## src/rtl/decodec_unit_pkg.sv

```systemverilog
// Shared ISA definitions for the A/B accumulator decoder: opcodes, load-source
// select codes, flag bit positions and the combinational decode table.
package decodec_unit_pkg;

  typedef enum logic [5:0] {
    OP_NOP   = 6'h00,
    OP_LDA   = 6'h01,
    OP_LDB   = 6'h02,
    OP_LDCA  = 6'h03,
    OP_LDCB  = 6'h04,
    OP_STA   = 6'h05,
    OP_STB   = 6'h06,
    OP_ADDA  = 6'h07,
    OP_ADDB  = 6'h08,
    OP_SUBA  = 6'h09,
    OP_SUBB  = 6'h0A,
    OP_ANDA  = 6'h0B,
    OP_ORA   = 6'h0C,
    OP_JMP   = 6'h0D,
    OP_BAZ   = 6'h0E,
    OP_BBZ   = 6'h0F,
    OP_BAN   = 6'h10,
    OP_BAC   = 6'h11,
    OP_ADDCA = 6'h12,
    OP_ADDCB = 6'h13
  } op_e;

  typedef enum logic [1:0] {
    SEL_HOLD = 2'b00,
    SEL_ALU  = 2'b01,
    SEL_INM  = 2'b10,
    SEL_MEM  = 2'b11
  } sel_e;

  localparam int unsigned FLAG_Z = 0;
  localparam int unsigned FLAG_N = 1;
  localparam int unsigned FLAG_C = 2;

  typedef struct packed {
    logic [1:0] sel_a;
    logic [1:0] sel_b;
    logic       sel_m1;
    logic       sel_m2;
    logic       wr_enable;
    logic       jmp_enable;
    logic       branch_enable;
  } ctrl_t;

  // Unlisted opcodes fall through to the all-zero (NOP/hold) control word.
  function automatic ctrl_t decode(input logic [5:0] opc,
                                   input logic [2:0] flag_a,
                                   input logic [2:0] flag_b);
    ctrl_t c;
    c = '0;
    case (opc)
      OP_LDA:   c.sel_a = SEL_MEM;
      OP_LDB:   c.sel_b = SEL_MEM;
      OP_LDCA:  c.sel_a = SEL_INM;
      OP_LDCB:  c.sel_b = SEL_INM;
      OP_STA:   c.wr_enable = 1'b1;
      OP_STB: begin
        c.wr_enable = 1'b1;
        c.sel_m1    = 1'b1;
      end
      OP_ADDA, OP_SUBA, OP_ANDA, OP_ORA: c.sel_a = SEL_ALU;
      OP_ADDB, OP_SUBB:                  c.sel_b = SEL_ALU;
      OP_JMP:   c.jmp_enable    = 1'b1;
      OP_BAZ:   c.branch_enable = flag_a[FLAG_Z];
      OP_BBZ:   c.branch_enable = flag_b[FLAG_Z];
      OP_BAN:   c.branch_enable = flag_a[FLAG_N];
      OP_BAC:   c.branch_enable = flag_a[FLAG_C];
      OP_ADDCA: begin
        c.sel_a  = SEL_ALU;
        c.sel_m2 = 1'b1;
      end
      OP_ADDCB: begin
        c.sel_b  = SEL_ALU;
        c.sel_m2 = 1'b1;
      end
      default:  c = '0;
    endcase
    return c;
  endfunction

endpackage

```

## src/rtl/decodec_unit_if.sv

```systemverilog
// Instruction/flag inputs and decoded control/field outputs of the decoder.
interface decodec_unit_if;
  logic [15:0] in;
  logic [2:0]  flagA;
  logic [2:0]  flagB;
  logic [1:0]  selA;
  logic [1:0]  selB;
  logic        selM1;
  logic        selM2;
  logic        wrEnable;
  logic        jmpEnable;
  logic        branchEnable;
  logic [7:0]  inm;
  logic [9:0]  memDir;
  logic [5:0]  branchDir;
  logic [9:0]  jmpDir;
  logic [5:0]  opCode;

  modport master (
    output in, flagA, flagB,
    input  selA, selB, selM1, selM2, wrEnable, jmpEnable, branchEnable,
           inm, memDir, branchDir, jmpDir, opCode
  );

  modport slave (
    input  in, flagA, flagB,
    output selA, selB, selM1, selM2, wrEnable, jmpEnable, branchEnable,
           inm, memDir, branchDir, jmpDir, opCode
  );
endinterface

```

## src/rtl/decodec_unit.sv

```systemverilog
// Single-stage instruction decoder: combinational opcode decode into one
// output register; all outputs clear asynchronously while reset is low.
module decodec_unit
  import decodec_unit_pkg::*;
(
  input  logic           clk,
  input  logic           reset,
  decodec_unit_if.slave  bus
);

  ctrl_t       ctrl_d;
  ctrl_t       ctrl_q;
  logic [15:0] in_q;

  always_comb begin
    ctrl_d = decode(bus.in[15:10], bus.flagA, bus.flagB);
  end

  // Field outputs are plain slices of the registered word, so the whole
  // instruction is held rather than each overlapping field separately.
  always_ff @(posedge clk or negedge reset) begin
    if (!reset) begin
      ctrl_q <= '0;
      in_q   <= '0;
    end else begin
      ctrl_q <= ctrl_d;
      in_q   <= bus.in;
    end
  end

  assign bus.selA         = ctrl_q.sel_a;
  assign bus.selB         = ctrl_q.sel_b;
  assign bus.selM1        = ctrl_q.sel_m1;
  assign bus.selM2        = ctrl_q.sel_m2;
  assign bus.wrEnable     = ctrl_q.wr_enable;
  assign bus.jmpEnable    = ctrl_q.jmp_enable;
  assign bus.branchEnable = ctrl_q.branch_enable;
  assign bus.inm          = in_q[7:0];
  assign bus.memDir       = in_q[9:0];
  assign bus.branchDir    = in_q[5:0];
  assign bus.jmpDir       = in_q[9:0];
  assign bus.opCode       = in_q[15:10];

endmodule

```

## src/flat_wrapper.sv

```systemverilog
// flat-port wrapper written by rule: the top's interface ports become plain ports
module decodec_unit_flat import decodec_unit_pkg::*;
  (clk, reset, bus_in, bus_flagA, bus_flagB, bus_selA, bus_selB, bus_selM1, bus_selM2, bus_wrEnable, bus_jmpEnable, bus_branchEnable, bus_inm, bus_memDir, bus_branchDir, bus_jmpDir, bus_opCode);
  decodec_unit_if bus_i ();
  input  logic clk;
  input  logic reset;
  input wire logic [$bits(bus_i.in)-1:0] bus_in;
  input wire logic [$bits(bus_i.flagA)-1:0] bus_flagA;
  input wire logic [$bits(bus_i.flagB)-1:0] bus_flagB;
  output wire logic [$bits(bus_i.selA)-1:0] bus_selA;
  output wire logic [$bits(bus_i.selB)-1:0] bus_selB;
  output wire logic [$bits(bus_i.selM1)-1:0] bus_selM1;
  output wire logic [$bits(bus_i.selM2)-1:0] bus_selM2;
  output wire logic [$bits(bus_i.wrEnable)-1:0] bus_wrEnable;
  output wire logic [$bits(bus_i.jmpEnable)-1:0] bus_jmpEnable;
  output wire logic [$bits(bus_i.branchEnable)-1:0] bus_branchEnable;
  output wire logic [$bits(bus_i.inm)-1:0] bus_inm;
  output wire logic [$bits(bus_i.memDir)-1:0] bus_memDir;
  output wire logic [$bits(bus_i.branchDir)-1:0] bus_branchDir;
  output wire logic [$bits(bus_i.jmpDir)-1:0] bus_jmpDir;
  output wire logic [$bits(bus_i.opCode)-1:0] bus_opCode;
  assign bus_i.in = bus_in;
  assign bus_i.flagA = bus_flagA;
  assign bus_i.flagB = bus_flagB;
  assign bus_selA = bus_i.selA;
  assign bus_selB = bus_i.selB;
  assign bus_selM1 = bus_i.selM1;
  assign bus_selM2 = bus_i.selM2;
  assign bus_wrEnable = bus_i.wrEnable;
  assign bus_jmpEnable = bus_i.jmpEnable;
  assign bus_branchEnable = bus_i.branchEnable;
  assign bus_inm = bus_i.inm;
  assign bus_memDir = bus_i.memDir;
  assign bus_branchDir = bus_i.branchDir;
  assign bus_jmpDir = bus_i.jmpDir;
  assign bus_opCode = bus_i.opCode;
  decodec_unit u_core (.clk(clk), .reset(reset), .bus(bus_i));
endmodule
```

## config.mk

```make
export PLATFORM = sky130hd
export DESIGN_NAME = decodec_unit_flat
export DESIGN_NICKNAME = d
export VERILOG_FILES = /design/src/rtl/decodec_unit_pkg.sv /design/src/rtl/decodec_unit_if.sv /design/src/rtl/decodec_unit.sv /design/src/flat_wrapper.sv
export SDC_FILE = /design/constraint.sdc
export NUM_CORES = 1
export LEC_CHECK = 0
export BUFFER_PORTS_ARGS = -buffer_cell sky130_fd_sc_hd__buf_4
export CAP_MARGIN = 20
export CORE_MARGIN = 5
export CORE_UTILIZATION = 36
export DETAILED_ROUTE_END_ITERATION = 16
export PLACE_DENSITY = 0.75
export SLEW_MARGIN = 20
export SYNTH_ARGS = -nofsm -noshare
export SYNTH_HDL_FRONTEND = slang
export SYNTH_SLANG_ARGS = --single-unit
```

## constraint.sdc

```tcl
create_clock -name clk -period 0.8 [get_ports clk]
set_clock_uncertainty 0.15 [all_clocks]
set_input_delay 0.16 -clock clk [delete_from_list [all_inputs] [get_ports clk]]
set_output_delay 0.16 -clock clk [all_outputs]
set_load 0.01 [all_outputs]
```

**Yosys cells after proc, flatten, opt, wreduce, memory -nomap -nowiden**

Index checks and enable logic that the tools add are counted.
W data, S select, Z words.

- Register bits after elaboration: 25
- Output and inout bits: 49

- Mux-type cells: 7
- Eq/ne operators: 19
- Reductions and logical operators: 4

Operators with widths:

| cell | number |
|---|---|
| $eq A6 B4 Y1 const B | 8 |
| $eq A6 B3 Y1 const B | 4 |
| $eq A6 B5 Y1 const B | 4 |
| $eq A6 B2 Y1 const B | 2 |
| $pmux W2 S3 | 2 |
| $eq A6 B1 Y1 const B | 1 |
| $reduce_or A5 Y1 | 1 |
| $mux W1 | 4 |
| $pmux W1 S4 | 1 |
| $reduce_or A2 Y1 | 2 |
| $reduce_or A3 Y1 | 1 |

**Longest topological paths before layout**

- Word-level depth: 3
- Gate-level depth with buffers: 4
- Depth with buffers taken out: 3

**Worst setup path before layout**

Ideal clock, no wire load.

- Path type: input-to-reg
- Start: input bus_in[11]
- End: register u_core.ctrl_q, in the netlist u_core.bus.selA[0]
- Buffers on the path: 1
- Stages: 4
- Arrival time: 937 ps
- Path slack: -425 ps
- Cells stage by stage: buf_2 -> and4b_1 -> o41ai_1 -> o41ai_1

RTL lines:

| element | line | text |
|---|---|---|
| start, declared | flat_wrapper.sv:7 | `input wire logic [$bits(bus_i.in)-1:0] bus_in;` |
| end signal, assigned | decodec_unit.sv:26 | `ctrl_q <= ctrl_d;` |
| end, declared | decodec_unit.sv:12 | `ctrl_t ctrl_q;` |

**Final worst setup path**

- Start: register u_core.in_q[1]
- End: output bus_branchDir[1]

RTL lines:

| element | line | text |
|---|---|---|
| start, declared | decodec_unit.sv:13 | `logic [15:0] in_q;` |
| start signal, assigned | decodec_unit.sv:27 | `in_q <= bus.in;` |
| end, declared | flat_wrapper.sv:19 | `output wire logic [$bits(bus_i.branchDir)-1:0] bus_branchDir;` |

No word-level cell between the ends.

==> metrics.yaml <==
outcome:
  status: "complete, but fails checks"
  violations: "negative hold slack, negative setup slack"
die:
  dieArea_mm2: 0.004034
  core_area_mm2: 0.002758
  die_w_um: 63.52
  start_util_pct: 37.39
  rows: 19
  io_pins: 73
  fp.dieH_um: 63.52
routing:
  ant_nets: 0
  viasPerCell: 4.668
  wl_um: 2857
  vias: 859
  drtPass1Iterations: 4
  drc_errors: 0
  detail_route.wl_per_cell_um: 15.53
  drt_iter0_markers: 11
placed_design:
  dp_hpwl_um: 2022
  post_dp_cell_area_mm2: 0.001508
  gp_congestion: 0.8414
  pre_cts_ws_ps: -527.3
  port_buffers: 70
sta:
  finalSetupViolations: 51
  slew_headroom_pct: 73.69
  rsz0062_at_grt: "true"
  holdWs_ps: -182.7
  hold_viol_final: 11
  drv_slew: 0
  fin_crit_ps: 1218
  worst_slack_ps: -418.3
  tightest_slew_ps: 389.6
  max_freq_ghz: 0.8208
  fin_crit_sh_pct: 152.3
worst_setup_path:
  worstPathMaxFanout: 4
  path_buf_inv: 1
  worst_setup_path_end_kind: "output pin"
  cp-start-kind: "flip-flop"
  path_cells: "buf_4"
  crit_path_max_incr_delay_ps: 450
  cp_top_family: "flip-flops"
  critical_path_class: "flip-flop to output pin"
  cpMaxStageDelayCell: "dfrtp_2"
  cp_data_arrival_time_ps: 910
  required_ps: 490
grt:
  grt_overflow: 0
  grt_pass1_wl_um: 4464
  grt_use_total_pct: 14.14
  grt_pass1_vias: 892
  antenna_found_initial: 0
  grt_max_degree: 26
clock_tree:
  path_clk_slew_ps: 130
  cts_tree: "built"
  ctsRootBufferMaster: "clkbuf_4"
  cts_buffer_depth: 2
  clock-sinks: 25
  h-tree-depth: 1
  numCtsBuffers: 3
  cts_hold_buf: 11
power:
  power_density_mw_per_mm2: 1369
  p_leak_nw: 0.8969
  ir_drop_mv: 1.035
layout:
  diodes: 0
  syn2layout_area_growth_pct: 77.55
  fillers: 218
  drive_above_1_share_pct: 65.36
  final_area_mm2: 0.001831
  fin_nets: 178
synth:
  synth.avg_cell_area_um2: 12.42
  synth_seq_cells: 25
  synth_area_leader_cell: "dfrtp_1"
  yosysUniqueCellTypes: 22
  synth_cells: 83
  mappedNetlistArea_mm2: 0.001031
  synth_warnings: 0
  synth_area_leaders: "dfrtp_1, buf_4, mux2i_1"
  synth_top_area_share_pct: 60.68
  syn_nets: 107
  yosysSeqAreaShare_pct: 60.68
worst_hold_path:
  min_from: "bus_in[12]"
  min_path_type: "input port to flip-flop"
  worstHoldPathCells: 1
  hold_path_end: "u_core.in_q[12]$_DFF_PN0_"
job:
  drv_cap: 0
==> cell usage after synthesis (all sizes together) <==
master / count
buf: 27
dfrtp: 25
nand2: 4
nor3: 4
nor2: 3
mux2i: 2
nand2b: 2
nor3b: 2
o41ai: 2
a211oi: 1
a21oi: 1
and3b: 1
and4b: 1
and4bb: 1
nand4b: 1
o21ai: 1
or3: 1
or4: 1
or4b: 1
xnor2: 1
xor2: 1
==> registers in the layout (all words and copies together), names as in the netlist <==
signal and flops:
u_core.bus.wrEnable 1, u_core.bus.selM1 1, u_core.bus.jmpEnable 1, u_core.bus.selA 2, u_core.bus.branchEnable 1, u_core.bus.selB 2
u_core.in_q 16, u_core.bus.selM2 1
==> worst max-delay path by stage <==
stage	start	end	slack, ps	cells after the start
2_1_floorplan	bus_in[12]	u_core.bus.selA[0]$_DFF_PN0_	-360	4
3_3_place_gp	bus_in[10]	u_core.bus.branchEnable$_DFF_PN0_	-450	4
3_5_place_dp	bus_in[10]	u_core.bus.selA[0]$_DFF_PN0_	-530	4
4_1_cts	u_core.in_q[5]$_DFF_PN0_	bus_memDir[5]	-420	1
5_1_grt	u_core.in_q[1]$_DFF_PN0_	bus_branchDir[1]	-470	1
6_report	u_core.in_q[1]$_DFF_PN0_	bus_branchDir[1]	-420	1
==> per-stage QoR <==
step | util [%] | power [mW] | hold slack (ps) | setup TNS, ps | std cells
2_1_floorplan | - | 1.652 | -285.6 | -2616 | 83
4_1_cts | 64.25 | 2.495 | -195.8 | -19270 | 183
6_report | 66.38 | 2.505 | -182.7 | -18890 | 184
5_1_grt | 66.38 | 2.622 | -207.8 | -21070 | 184
3_5_place_dp | 54.67 | 1.862 | -69.40 | -4554 | 168
3_3_place_gp | 54.67 | 1.848 | -69.23 | -4236 | 168
==> kinds of logic (layout without fill, tap and decap cells) <==
logic type / count (synthesis) / count (layout) / share of synthesized area, %
AOI/OAI and AO/OA: 5 / 5 / 3.398
xor gates and xnor gates: 2 / 2 / 1.699
buffers and inverters: 27 / 97 / 18.93
DFF: 25 / 25 / 60.68
muxes: 2 / 2 / 1.942
and+or+nand+nor: 22 / 22 / 13.35
==> where the power goes <==
group | internal [mW] | total [mW] | leakage, nW | switching (mW)
Sequential | 1.32 | 1.36 | 0.305 | 0.0414
Clock | 0.194 | 0.542 | 0.0150 | 0.347
Combinational | 0.366 | 0.606 | 0.577 | 0.239
Total | 1.88 | 2.51 | 0.897 | 0.628
==> what timing repair did <==
item	CTS	global route
pin swaps	4	5
hold endpoints to repair	49	12
buffers inserted	0	1
resized for setup	33	13
endpoints found under the setup margin	52	54
==> layout make-up <==
type | instances | area, µm² | area share, %
repair buffers | 93 | 872.1 | 47.64
flip-flops and latches | 25 | 633.1 | 34.59
multi-input cells | 31 | 260.3 | 14.22
clock buffers | 4 | 26.28 | 1.435
well taps | 31 | 38.79 | 2.119
==> per-layer routing <==
| metal | track usage (%) | share of wire, % | vias up |
|---|---|---|---|
| li1 | - | - | 396 |
| met1 | 13.76 | 33 | 402 |
| met2 | 26.40 | 54 | 55 |
| met3 | 4.440 | 11 | 6 |
| met4 | 6.753 | 1.9 | 0 |
| met5 | 0 | 0 | - |
==> placed cells by master, fill, tap and decap left out <==
cell           instances
o21ai_1                1
nand2b_4               1
a21oi_2                1
nor2_1                 2
dlygate4sd3_1         11
and3b_1                1
xor2_1                 1
o41ai_2                1
dfrtp_2                6
buf_4                 46
nor3b_1                1
nor3_1                 3
or4b_1                 1
nor2_4                 1
nand2_1                4
clkbuf_4               3
xnor2_1                1
nor3b_2                1
or4_4                  1
buf_6                 33
nor3_2                 1
a211oi_2               1
buf_8                  3
and4b_1                1
dfrtp_1               19
mux2i_1                2
or3_4                  1
nand2b_1               1
nand4b_1               1
o41ai_1                1
and4bb_1               1
clkbuf_1               1
No activity file was read; power rests on OpenSTA's default activity.
